==> src/rtl/miriscv_arb_pkg.sv <==
// miriscv data-port arbiter: shared types and helpers.
// Master indices, request bundle and RAM range check.
package miriscv_arb_pkg;

    localparam int M_CORE    = 0;
    localparam int M_AUX     = 1;
    localparam int N_MASTERS = 2;

    typedef struct packed {
        logic        we;
        logic [3:0]  be;
        logic [31:0] addr;
        logic [31:0] wdata;
    } arb_req_t;

    // 33-bit compare so base+size overflow cannot wrap into range
    function automatic logic in_range(
        input logic [31:0] addr,
        input logic [31:0] base,
        input logic [32:0] size
    );
        logic [32:0] a;
        logic [32:0] lo;
        logic [32:0] hi;
        a  = {1'b0, addr};
        lo = {1'b0, base};
        hi = lo + size;
        return (a >= lo) && (a < hi);
    endfunction

endpackage

==> src/rtl/miriscv_rr_pick.sv <==
// miriscv data-port arbiter: two-way round-robin picker.
// On a tie the master that did not win last time is chosen.
module miriscv_rr_pick
    import miriscv_arb_pkg::*;
(
    input  logic [N_MASTERS-1:0] req,
    input  logic                 last,
    output logic [N_MASTERS-1:0] gnt
);

    // one-hot grant from the request pair and previous winner
    always_comb begin
        gnt = '0;
        unique case (1'b1)
            (req == 2'b11): gnt = last ? 2'b01 : 2'b10;
            (req == 2'b01): gnt = 2'b01;
            (req == 2'b10): gnt = 2'b10;
            default:        gnt = '0;
        endcase
    end

endmodule

==> src/rtl/miriscv_data_arbiter.sv <==
// miriscv data-port arbiter: shares the RAM data port
// between the LSU (m0) and an auxiliary master (m1).
module miriscv_data_arbiter
    import miriscv_arb_pkg::*;
#(
    parameter int unsigned RAM_SIZE  = 256,
    parameter logic [31:0] BASE_ADDR = 32'h0
) (
    input  logic        clk_i,
    input  logic        arstn_i,

    input  logic        m0_req_i,
    input  logic        m0_we_i,
    input  logic [3:0]  m0_be_i,
    input  logic [31:0] m0_addr_i,
    input  logic [31:0] m0_wdata_i,
    output logic        m0_gnt_o,
    output logic        m0_rvalid_o,
    output logic [31:0] m0_rdata_o,
    output logic        m0_err_o,

    input  logic        m1_req_i,
    input  logic        m1_we_i,
    input  logic [3:0]  m1_be_i,
    input  logic [31:0] m1_addr_i,
    input  logic [31:0] m1_wdata_i,
    output logic        m1_gnt_o,
    output logic        m1_rvalid_o,
    output logic [31:0] m1_rdata_o,
    output logic        m1_err_o,

    output logic        ram_req_o,
    output logic        ram_we_o,
    output logic [3:0]  ram_be_o,
    output logic [31:0] ram_addr_o,
    output logic [31:0] ram_wdata_o,
    input  logic [31:0] ram_rdata_i
);

    localparam logic [32:0] SIZE33 = 33'(RAM_SIZE);

    arb_req_t             m_req [N_MASTERS];
    logic [N_MASTERS-1:0] req_v;
    logic [N_MASTERS-1:0] gnt_v;
    logic                 any_gnt;
    logic                 winner;
    arb_req_t             sel;
    logic                 hit;

    logic                 busy_q;
    logic                 owner_q;
    logic                 we_q;
    logic                 err_q;
    logic                 last_q;
    logic [31:0]          rsp_rdata;

    assign m_req[M_CORE] = '{
        we: m0_we_i, be: m0_be_i,
        addr: m0_addr_i, wdata: m0_wdata_i
    };
    assign m_req[M_AUX] = '{
        we: m1_we_i, be: m1_be_i,
        addr: m1_addr_i, wdata: m1_wdata_i
    };

    assign req_v = {m1_req_i, m0_req_i};

    miriscv_rr_pick u_pick (
        .req  (req_v),
        .last (last_q),
        .gnt  (gnt_v)
    );

    assign any_gnt  = |gnt_v;
    assign winner   = gnt_v[M_AUX];
    assign sel      = winner ? m_req[M_AUX] : m_req[M_CORE];
    assign hit      = in_range(sel.addr, BASE_ADDR, SIZE33);

    assign m0_gnt_o = gnt_v[M_CORE];
    assign m1_gnt_o = gnt_v[M_AUX];

    assign ram_req_o   = any_gnt & hit;
    assign ram_we_o    = any_gnt & sel.we;
    assign ram_be_o    = any_gnt ? sel.be : 4'h0;
    assign ram_addr_o  = any_gnt ? (sel.addr - BASE_ADDR) : 32'h0;
    assign ram_wdata_o = any_gnt ? sel.wdata : 32'h0;

    // response tracking: one outstanding access, owner and kind
    always_ff @(posedge clk_i or negedge arstn_i) begin
        if (!arstn_i) begin
            busy_q  <= 1'b0;
            owner_q <= 1'b0;
            we_q    <= 1'b0;
            err_q   <= 1'b0;
            last_q  <= 1'b1;
        end else begin
            busy_q <= any_gnt;
            if (any_gnt) begin
                owner_q <= winner;
                we_q    <= sel.we;
                err_q   <= ~hit;
                last_q  <= winner;
            end
        end
    end

    assign rsp_rdata   = (~we_q & ~err_q) ? ram_rdata_i : 32'h0;

    assign m0_rvalid_o = busy_q & ~owner_q;
    assign m1_rvalid_o = busy_q & owner_q;
    assign m0_rdata_o  = m0_rvalid_o ? rsp_rdata : 32'h0;
    assign m1_rdata_o  = m1_rvalid_o ? rsp_rdata : 32'h0;
    assign m0_err_o    = m0_rvalid_o & err_q;
    assign m1_err_o    = m1_rvalid_o & err_q;

endmodule
==> config.mk <==
export PLATFORM = sky130hd
export DESIGN_NAME = miriscv_data_arbiter
export DESIGN_NICKNAME = d
export VERILOG_FILES = /design/src/rtl/miriscv_arb_pkg.sv /design/src/rtl/miriscv_rr_pick.sv /design/src/rtl/miriscv_data_arbiter.sv
export SDC_FILE = /design/constraint.sdc
export NUM_CORES = 1
export LEC_CHECK = 0
export ABC_AREA = 1
export CORE_ASPECT_RATIO = 0.7
export CORE_MARGIN = 10
export CORE_UTILIZATION = 23
export CTS_BUF_LIST = sky130_fd_sc_hd__clkbuf_8 sky130_fd_sc_hd__clkbuf_16
export CTS_CLUSTER_SIZE = 16
export DETAILED_ROUTE_END_ITERATION = 10
export MAX_ROUTING_LAYER = met4
export PLACE_DENSITY = 0.81
export SYNTH_ARGS = -nofsm -noshare
export SYNTH_HDL_FRONTEND = slang
export SYNTH_SLANG_ARGS = --single-unit
==> constraint.sdc <==
create_clock -name clk_i -period 1.4 [get_ports clk_i]
set_input_delay 0.14 -clock clk_i [delete_from_list [all_inputs] [get_ports clk_i]]
set_output_delay 0.14 -clock clk_i [all_outputs]
set_load 0.03 [all_outputs]
After elaboration in Yosys (flattened, before gate mapping)
Index checks and enable logic that the tools add are counted.
{"block": "totals", "register_bits": 5, "inputBits": 174, "output_inout_bits": 140, "elab_cells": 30}
{"block": "classes", "reduce_logical": 1, "bitwise": 11, "order_cmp": 1, "muxes": 9, "n_eq_ne": 3}
{"operator": "2-to-1 mux 32 bit", "count": 5}
{"operator": "2-to-1 mux 69 bit", "count": 1}
{"operator": "less-than comparator 32 x 9 -> 1 bit, second input constant", "count": 1}
{"operator": "bitwise AND 1 bit", "count": 7}
{"operator": "one-hot mux 2 bit (3 select lines)", "count": 1}
{"operator": "equality test 2 bit, second input constant", "count": 2}
{"operator": "2-to-1 mux 4 bit", "count": 1}
{"operator": "NOT 1 bit", "count": 4}
{"operator": "equality test 2 x 1 -> 1 bit, second input constant", "count": 1}
{"operator": "2-to-1 mux 2 bit", "count": 1}
{"operator": "OR reduction 2 bit", "count": 1}

Longest topological paths before layout
Gate-level depths: netlist of the first run.
{"block": "logic_depth", "depth_word": 5, "depth_mapped": 10, "ltp_nobuf": 9}

Hierarchy
Synthesis of the first run repeated with hierarchy kept, for this count alone.
{"block": "hier_totals", "hier_cells": 438, "hier_area_um2": 1994.4}
{"module": "miriscv_data_arbiter", "area_per_inst_um2": 1974.4, "n_inst": 1, "cells_each": 433}
{"module": "miriscv_rr_pick", "area_per_inst_um2": 20.0, "n_inst": 1, "cells_each": 5}

Worst setup path after synthesis of the first run
No wires, ideal clock.
{"block": "synth_timing", "path_kind": "register -> output", "from": "reg last_q", "to": "out ram_wdata_o[22]", "setup_slack_ps": -294, "t_arrival_ps": 1554, "path_buffers": 1, "required_time_ps": 1260, "stages_incl_launch_ff": 8, "cell_sequence": "dfstp_2 inv_1 a21oi_2 inv_2 buf_2 nand2_1 o21ai_1 inv_1"}
{"block": "synth_between", "elab_chain_cells": 4, "word_cells_on_any_way": 5}
{"element": "start: declaration", "line_no": "miriscv_data_arbiter.sv:54", "source": "logic last_q;"}
{"element": "start signal: assignment", "line_no": "miriscv_data_arbiter.sv:102", "source": "last_q <= winner;"}
{"element": "2-to-1 mux 2 bit", "line_no": "miriscv_rr_pick.sv:15", "source": "(req == 2'b11): gnt = last ? 2'b01 : 2'b10;"}
{"element": "one-hot mux 2 bit (3 select lines)", "line_no": "miriscv_rr_pick.sv:14", "source": "unique case (1'b1)"}
{"element": "net m0_gnt_o", "line_no": "miriscv_data_arbiter.sv:17", "source": "output logic m0_gnt_o,"}
{"element": "OR reduction 2 bit", "line_no": "miriscv_data_arbiter.sv:74", "source": "assign any_gnt = |gnt_v;"}
{"element": "2-to-1 mux 32 bit", "line_no": "miriscv_data_arbiter.sv:86", "source": "assign ram_wdata_o = any_gnt ? sel.wdata : 32'h0;"}
{"element": "end: declaration", "line_no": "miriscv_data_arbiter.sv:36", "source": "output logic [31:0] ram_wdata_o,"}
The timed path passes the listed nets, and every way through them passes these cells.

Worst setup path in the final report of the first run
{"block": "layout_timing", "from": "reg last_q", "to": "out ram_req_o"}
{"block": "layout_between", "elab_chain_cells": 5, "word_cells_on_any_way": 6}
{"element": "2-to-1 mux 2 bit (*)", "line_no": "miriscv_rr_pick.sv:15"}
{"element": "one-hot mux 2 bit (3 select lines) (*)", "line_no": "miriscv_rr_pick.sv:14"}
{"element": "2-to-1 mux 69 bit", "line_no": "miriscv_data_arbiter.sv:76", "source": "assign sel = winner ? m_req[M_AUX] : m_req[M_CORE];"}
{"element": "less-than comparator 32 x 9 -> 1 bit", "line_no": "miriscv_arb_pkg.sv:28", "source": "return (a >= lo) && (a < hi);"}
{"element": "bitwise AND 1 bit (*)", "line_no": "miriscv_data_arbiter.sv:82", "source": "assign ram_req_o = any_gnt & hit;"}
{"element": "end: declaration", "line_no": "miriscv_data_arbiter.sv:32", "source": "output logic ram_req_o,"}
Every way passes the cells marked *; elsewhere a longest branch is shown, timed or not.

==> results of run 1 <==
cells by family after synthesis:
logic type	Yosys count	synth area share, %
compound gates	56	12.7
buf+inv	149	27.8
flops	5	5.64
simple gates	271	53.9
per-stage QoR:
stage                     instance area [um2]  util [%]  hold WS (ns)  setup TNS, ns  total power [uW]
after floorplan                          2490         -        -0.156         -16.27              1300
after global placement                   5840      60.7         0.368         -23.90              2470
after detailed placement                 5840      60.7         0.373         -24.96              2490
after CTS                                7620      79.3         0.135         -41.48              3660
after global routing                     8370      87.1         0.160         -50.12              4140
final                                    8380      87.2         0.130         -43.72              4000
worst min path at each step:
stage	start	endpoint	slack [ns]
2_1_floorplan	arstn_i	busy_q	-0.16
3_3_place_gp	arstn_i	err_q	0.37
3_5_place_dp	arstn_i	err_q	0.37
4_1_cts	arstn_i	we_q	0.13
5_1_grt	arstn_i	we_q	0.16
6_report	arstn_i	we_q	0.13
what timing repair did:
| action | CTS | global route |
|---|---|---|
| gates cloned | 17 | 7 |
| pin swaps | 23 | 30 |
| buffers inserted | 22 | 13 |
| gates resized for setup | 244 | 171 |
| endpoints found under the setup margin | 139 | 142 |
cell usage in the layout, fill, tap and decap left out, drive strengths merged:
| cell type | instances |
|---|---|
| a21oi | 3 |
| and2 | 2 |
| buf | 230 |
| clkbuf | 7 |
| clkdlybuf4s50 | 172 |
| clkinv | 1 |
| dfrtp | 4 |
| dfstp | 1 |
| diode | 2 |
| inv | 116 |
| nand2 | 150 |
| nand3 | 4 |
| nand3b | 16 |
| nor2 | 34 |
| nor3 | 64 |
| o21ai | 53 |
| or2 | 1 |
state kept, by name (all words and copies together), names as in the netlist:
signal and cells:
busy_q 1, we_q 1, err_q 1, owner_q 1
last_q 1
routing by layer:
metal / wire length, um / share of wire (%)
met3: 2010 / 8.7
met2: 12000 / 52
met1: 8100 / 35
met4: 992 / 4.3
met5: 0 / 0
cell type report:
class	instances	share of cell area, %
Antenna cell	2	0.0597
Timing Repair Buffer	406	55.8
Multi-Input combinational cell	327	34.1
Clock buffer	3	0.896
Sequential cell	5	1.51
Tap cell	128	1.91
Timing Repair inverter	2	0.299
Inverter	114	5.32
Clock inverter	1	0.0448
power groups by stage:
stage | Sequential [uW] | Clock [uW] | Combinational (uW)
2_1_floorplan | 164 | 0 | 1140
3_3_place_gp | 166 | 0 | 2300
3_5_place_dp | 166 | 0 | 2330
4_1_cts | 168 | 465 | 3030
5_1_grt | 170 | 481 | 3490
6_report | 169 | 467 | 3360
==> impl_metrics.yaml, run 1 <==
global_route:
  grt_max_degree: 46
  grt_pass1_vias: 5075
  antenna_found_initial: 0
  grt_overflow: 0
  grt.met2_usage_pct: 47.8
  grt-busiest-layer: "met2"
  use_met3_pct: 6.12
  grt_pass1_wl_um: 28800
  grt_use_total_pct: 26.0
  met1_usage_pct: 27.9
clocking:
  clock-sinks: 5
  cts_root_buffer: "clkbuf_16"
  cts_max_path_buffers: 2
  h-tree-depth: 1
  cts_tree: "built"
  cts_made_buffers: 3
  clock_latency_ns: 0.23
  cts.reportedPaths.clkPinSlew_ns: 0.03
  cts-hold-fix-buffers: 0
setup_path:
  crit_path_max_incr_delay_ns: 0.56
  crit_fanout: 13
  cp.depth: 11
  r2r_slack_ns: -0.34
  cp-end-kind: "output port"
  crit_type: "flop to output port"
  worstPathCellList: "nand2_4, nand2_8, buf_12, nand2_1, nand2_1, nand2_1, nor2_1, nand2_1, nor2_2, and2_4, buf_12"
  timing.rr.end: "err_q"
  critPathTopFamily: "simple AND/OR/NAND/NOR gates"
  r2r_cells: 11
  worst_ep_required_time_ns: 1.26
  cp_data_arrival_time_ns: 1.97
  worstSetupEndpoint: "ram_req_o"
  cpMostUsedCell: "nand2_1"
  cp_slowest_cell: "dfstp_2"
  critPathBufInv: 2
  worstSetupStartpointType: "flop"
  startpoint: "last_q"
  r2r-start: "last_q"
timing:
  rsz0062_at_grt: "yes"
  max_slew_margin_pct: 66.8
  worstMarginPinSlew_ns: 0.498
  layout_min_cycle_time_ns: 2.11
  timing.final.ws_setup_ns: -0.710
  post-route-period-util_pct: 151
  max_freq_mhz: 474
  setup_viol: 140
  maxSlewViolCount: 0
  hold_violations: 0
  clock_skew_ns: 0.00128
die:
  die_area_um2: 14200
  rows: 30
  die_w_um: 138
  die_h_um: 103
  fp.coreArea_um2: 9610
  io_pins: 314
  initial_utilization_pct: 23.3
route:
  drc: 0
  routed_wirelength_um: 23100
  wl_per_cell_um: 23.4
  dr.pass1.iters: 5
  drt_iter0_drc: 284
  drtAntennaViolNets: 0
  vias: 5046
  via_per_inst: 5.11
logic_synthesis:
  synth_flop_cell: "dfrtp_1"
  syn_area_per_cell_um2: 4.66
  yosysWarnings: 0
  yosys-top-cells-area: "nand2_1, inv_1, nor3_1, o21ai_1, nor2_1"
  ys_seq_area_share_pct: 5.64
  synth_nets: 655
  synth_cells: 481
  synth_top_cell_area_share_pct: 24.4
  ys_async_sr_fraction_pct: 100
  synth_most_common_cell: "nand2_1"
  synth_edf_count: 0
  yosys.area.top_type: "nand2_1"
  syn-cell-area_um2: 2240
  synth_cell_types: 26
  ys_ff_latch: 5
  synth_top_cells_by_count: "nand2_1, inv_1, nor3_1"
pwr:
  max-vdd-ir-drop_uv: 395
  pwr-share-seq_pct: 4.2
  p_per_area_nw_per_um2: 477
  internal-power_uw: 2150
  combPwrFrac_pct: 84.1
  swShare_pct: 46.2
  leakagePower_uw: 0.00406
  clkPwrFrac_pct: 11.7
  p_sw_uw: 1850
layout:
  fillers: 431
  syn_to_final_growth_pct: 274
  final_net_count: 1033
  drive_gt1_share_pct: 56.4
  ff_latch_area_um2: 126
  multi_input_comb_area_um2: 2860
  final-instance-count-excl-fill: 988
place:
  gp_congestion: 0.965
  place_inst: 937
  dp_hpwl_um: 13000
  io_buffers: 313
  dp_slack_ns: -0.593
min_path:
  hold_path_class: "primary input to async pin"
job:
  maxCapViolations: 0
outcome:
  run_status: "finished with violations"
  violations: "negative setup slack"
Note: power is estimated with default switching activity, not from simulation.
==> inputs of run 2 (changes only) <==
--- a/config.mk
+++ b/config.mk
@@ -6,6 +6,7 @@
 export NUM_CORES = 1
 export LEC_CHECK = 0
 export ABC_AREA = 1
+export ABC_CLOCK_PERIOD_IN_PS = 1400
 export CORE_ASPECT_RATIO = 0.7
 export CORE_MARGIN = 10
 export CORE_UTILIZATION = 23
==> constraint.sdc (replaced) <==
create_clock -name clk_i -period 1.4 [get_ports clk_i]
set_input_delay 0.14 -clock clk_i [delete_from_list [all_inputs] [get_ports clk_i]]
set_output_delay 0.14 -clock clk_i [all_outputs]
set_load 0.1 [all_outputs]
==> impl_metrics.yaml, run 2 <==
outcome:
  run_status: "stopped before the end"
  lastStage: "clock tree synthesis (4_1_cts)"
  error: "[ERROR DPL-0038] Utilization greater than 100%, impossible to legalize"
logic_synthesis:
  synth_top_cells_by_count: "nand2_1, inv_1, nor3_1"
  ys_seq_area_share_pct: 5.64
  synth_most_common_cell: "nand2_1"
  synth_top_cell_area_share_pct: 24.4
  synth_cells: 481
  yosys-top-cells-area: "nand2_1, inv_1, nor3_1, o21ai_1, nor2_1"
  yosys.area.top_type: "nand2_1"
  ys_ff_latch: 5
  synth_cell_types: 26
  syn-cell-area_um2: 2240
  ys_async_sr_fraction_pct: 100
  synth_flop_cell: "dfrtp_1"
  synth_edf_count: 0
  syn_area_per_cell_um2: 4.66
  synth_nets: 655
  yosysWarnings: 0
die:
  io_pins: 314
  die_w_um: 138
  initial_utilization_pct: 23.3
  rows: 30
  die_h_um: 103
clocking:
  clock-sinks: 5
  cts_setup_buffers: 16
  cts_max_path_buffers: 2
  cts_root_buffer: "clkbuf_16"
  cts_resized: 108
  cts_made_buffers: 3
  cts-hold-fix-buffers: 0
  h-tree-depth: 1
place:
  gp_congestion: 0.950
  dp_hpwl_um: 17500
  place_area_um2: 8680
  io_buffers: 313
[run 2: cell counts after synthesis]
No cell type changed its count.
[run 2: logic make-up after synthesis]
family	count (synthesis)	synth area share, %
DFF	5	5.64
and+or+nand+nor	271	53.9
AOI/OAI and AO/OA	56	12.7
buffers and inverters	149	27.8
[run 2: per-stage QoR]
| stage | utilization (%) | setup TNS (ns) | hold WS, ns | setup WS (ns) | std cells |
|---|---|---|---|---|---|
| 2_1_floorplan | - | -58.62 | -0.156 | -0.750 | 481 |
| 3_3_place_gp | 90.3 | -25.65 | 0.366 | -0.583 | 944 |
| 3_5_place_dp | 90.3 | -29.47 | 0.381 | -0.704 | 944 |
==> inputs of run 3 (changes only) <==
==> config.mk (replaced) <==
export PLATFORM = sky130hd
export DESIGN_NAME = miriscv_data_arbiter
export DESIGN_NICKNAME = d
export VERILOG_FILES = /design/src/rtl/miriscv_arb_pkg.sv /design/src/rtl/miriscv_rr_pick.sv /design/src/rtl/miriscv_data_arbiter.sv
export SDC_FILE = /design/constraint.sdc
export NUM_CORES = 1
export LEC_CHECK = 0
export ABC_AREA = 1
export ABC_CLOCK_PERIOD_IN_PS = 1800
export CORE_AREA = 10 10 115 117
export DETAILED_ROUTE_END_ITERATION = 10
export DIE_AREA = 0 0 125 127
export PLACE_DENSITY_LB_ADDON = 0.15
export SYNTH_ARGS = -nofsm -noshare
export SYNTH_HDL_FRONTEND = slang
export SYNTH_SLANG_ARGS = --single-unit
==> constraint.sdc (replaced) <==
create_clock -name clk_i -period 1.8 [get_ports clk_i]
set_input_delay 0.18 -clock clk_i [delete_from_list [all_inputs] [get_ports clk_i]]
set_output_delay 0.18 -clock clk_i [all_outputs]
set_load 0.1 [all_outputs]
==> impl_metrics.yaml, run 3 (synthesis results as in run 1) <==
die:
  io_pins: 314
  die_w_um: 125
  rows: 39
  die_area_um2: 15900
  initial_utilization_pct: 20.2
  die_h_um: 127
  fp.coreArea_um2: 11100
timing:
  worstMarginPinSlew_ns: 0.359
  rsz0062_at_grt: "yes"
  timing.final.ws_setup_ns: -0.382
  post-route-period-util_pct: 121
  setup_viol: 67
  max_slew_margin_pct: 76.1
  maxSlewViolCount: 0
  hold_violations: 0
  max_freq_mhz: 458
  clock_skew_ns: 0.000928
  layout_min_cycle_time_ns: 2.18
route:
  drt_iter0_drc: 287
  dr.pass1.iters: 5
  routedLengthMet1_um: 6570
  drc: 0
  vias: 4521
  wl_met2_um: 10800
  via_per_inst: 4.68
  wl_per_cell_um: 20.0
  drtAntennaViolNets: 0
  routed-wl-met3_um: 1720
  routed_wirelength_um: 19400
  top_layer: "met4"
setup_path:
  worstSetupStartpointType: "flop"
  cp_data_arrival_time_ns: 2.00
  crit_fanout: 8
  cp-end-kind: "output port"
  crit_type: "flop to output port"
  worst_ep_required_time_ns: 1.62
global_route:
  grt_pass1_vias: 4695
  grt_max_degree: 65
  grt_overflow: 0
  grt_pass1_wl_um: 28100
  antenna_found_initial: 0
  grt_use_total_pct: 21.9
layout:
  n_antenna_cell: 0
  final_util_pct: 82.2
  final_cell_mix: "clkdlybuf4s50_1, buf_12, nand2_1"
  syn_to_final_growth_pct: 308
  final_common_cell: "clkdlybuf4s50_1"
  drive_gt1_share_pct: 51.6
  design_area_um2: 9140
  final_net_count: 998
clocking:
  clock-sinks: 5
  cts_tree: "built"
  cts_made_buffers: 3
  cts-hold-fix-buffers: 0
  cts_max_path_buffers: 2
  cts.reportedPaths.clkPinSlew_ns: 0.03
  clock_latency_ns: 0.22
  cts_root_buffer: "clkbuf_16"
  h-tree-depth: 1
place:
  io_buffers: 313
  dp_hpwl_um: 14800
  gp_congestion: 0.861
  place_area_um2: 8250
pwr:
  leakagePower_uw: 0.00388
  p_per_area_nw_per_um2: 455
  max-vdd-ir-drop_uv: 386
  totalPowerFinal_uw: 4160
outcome:
  violations: "negative setup slack"
  run_status: "finished with violations"
job:
  maxCapViolations: 0
min_path:
  hold_path_class: "primary input to async pin"
[run 3: power breakdown]
| group | internal (uW) | switching [uW] |
|---|---|---|
| clock network | 293 | 64.3 |
| registers | 123 | 6.05 |
| logic | 1450 | 2230 |
[run 3: area by class of cell]
class                      count  area [um2]
inverter                     114         607
sequential                     5         126
tap                          143         179
timing repair buffer         373        5280
clock buffer                   4        78.8
fill                         613        1980
multi-input combinational    327        2870
[run 3: routing by layer]
metal	vias up	track usage, %
met5	-	0
met3	18	6.49
met4	0	3.59
li1	2140	-
met1	2147	23.0
met2	216	42.4
[run 3: final timing paths]
path | from | to | slack, ns | cells after the start
min in group clk_i | m1_req_i | last_q | 0.47 | 4
worst min register to register | err_q | err_q | 0.54 | 2
max in group asynchronous | arstn_i | last_q | 1.36 | 1
worst max-delay path | last_q | ram_req_o | -0.38 | 10
worst min-delay path | arstn_i | we_q | 0.18 | 1
worst max register to register | last_q | err_q | 0.06 | 12
[run 3: metrics by stage]
stage	cells	hold WS (ns)	setup TNS, ns	setup WS (ns)
2_1_floorplan	481	-0.116	-30.83	-0.489
3_3_place_gp	946	0.419	-6.66	-0.295
3_5_place_dp	946	0.419	-9.00	-0.364
4_1_cts	957	0.192	-9.74	-0.322
5_1_grt	966	0.202	-16.31	-0.471
6_report	966	0.182	-13.17	-0.382
[run 3: repair_timing]
| action | 4_1_cts | 5_1_grt |
|---|---|---|
| pin swaps | 5 | 21 |
| setup buffers | 2 | 8 |
| gates cloned | 5 | 2 |
| gates resized for setup | 75 | 34 |
| setup endpoints to repair | 67 | 77 |
[run 3: worst max-delay path, stage by stage (launching register included)]
cell	delay, ns
dfstp_2	0.56
nand2_4	0.08
nand2_8	0.12
buf_12	0.14
nand2_1	0.06
o21ai_1	0.14
and2_1	0.17
nand2_1	0.06
nor2_2	0.10
and2_4	0.16
buf_12	0.16
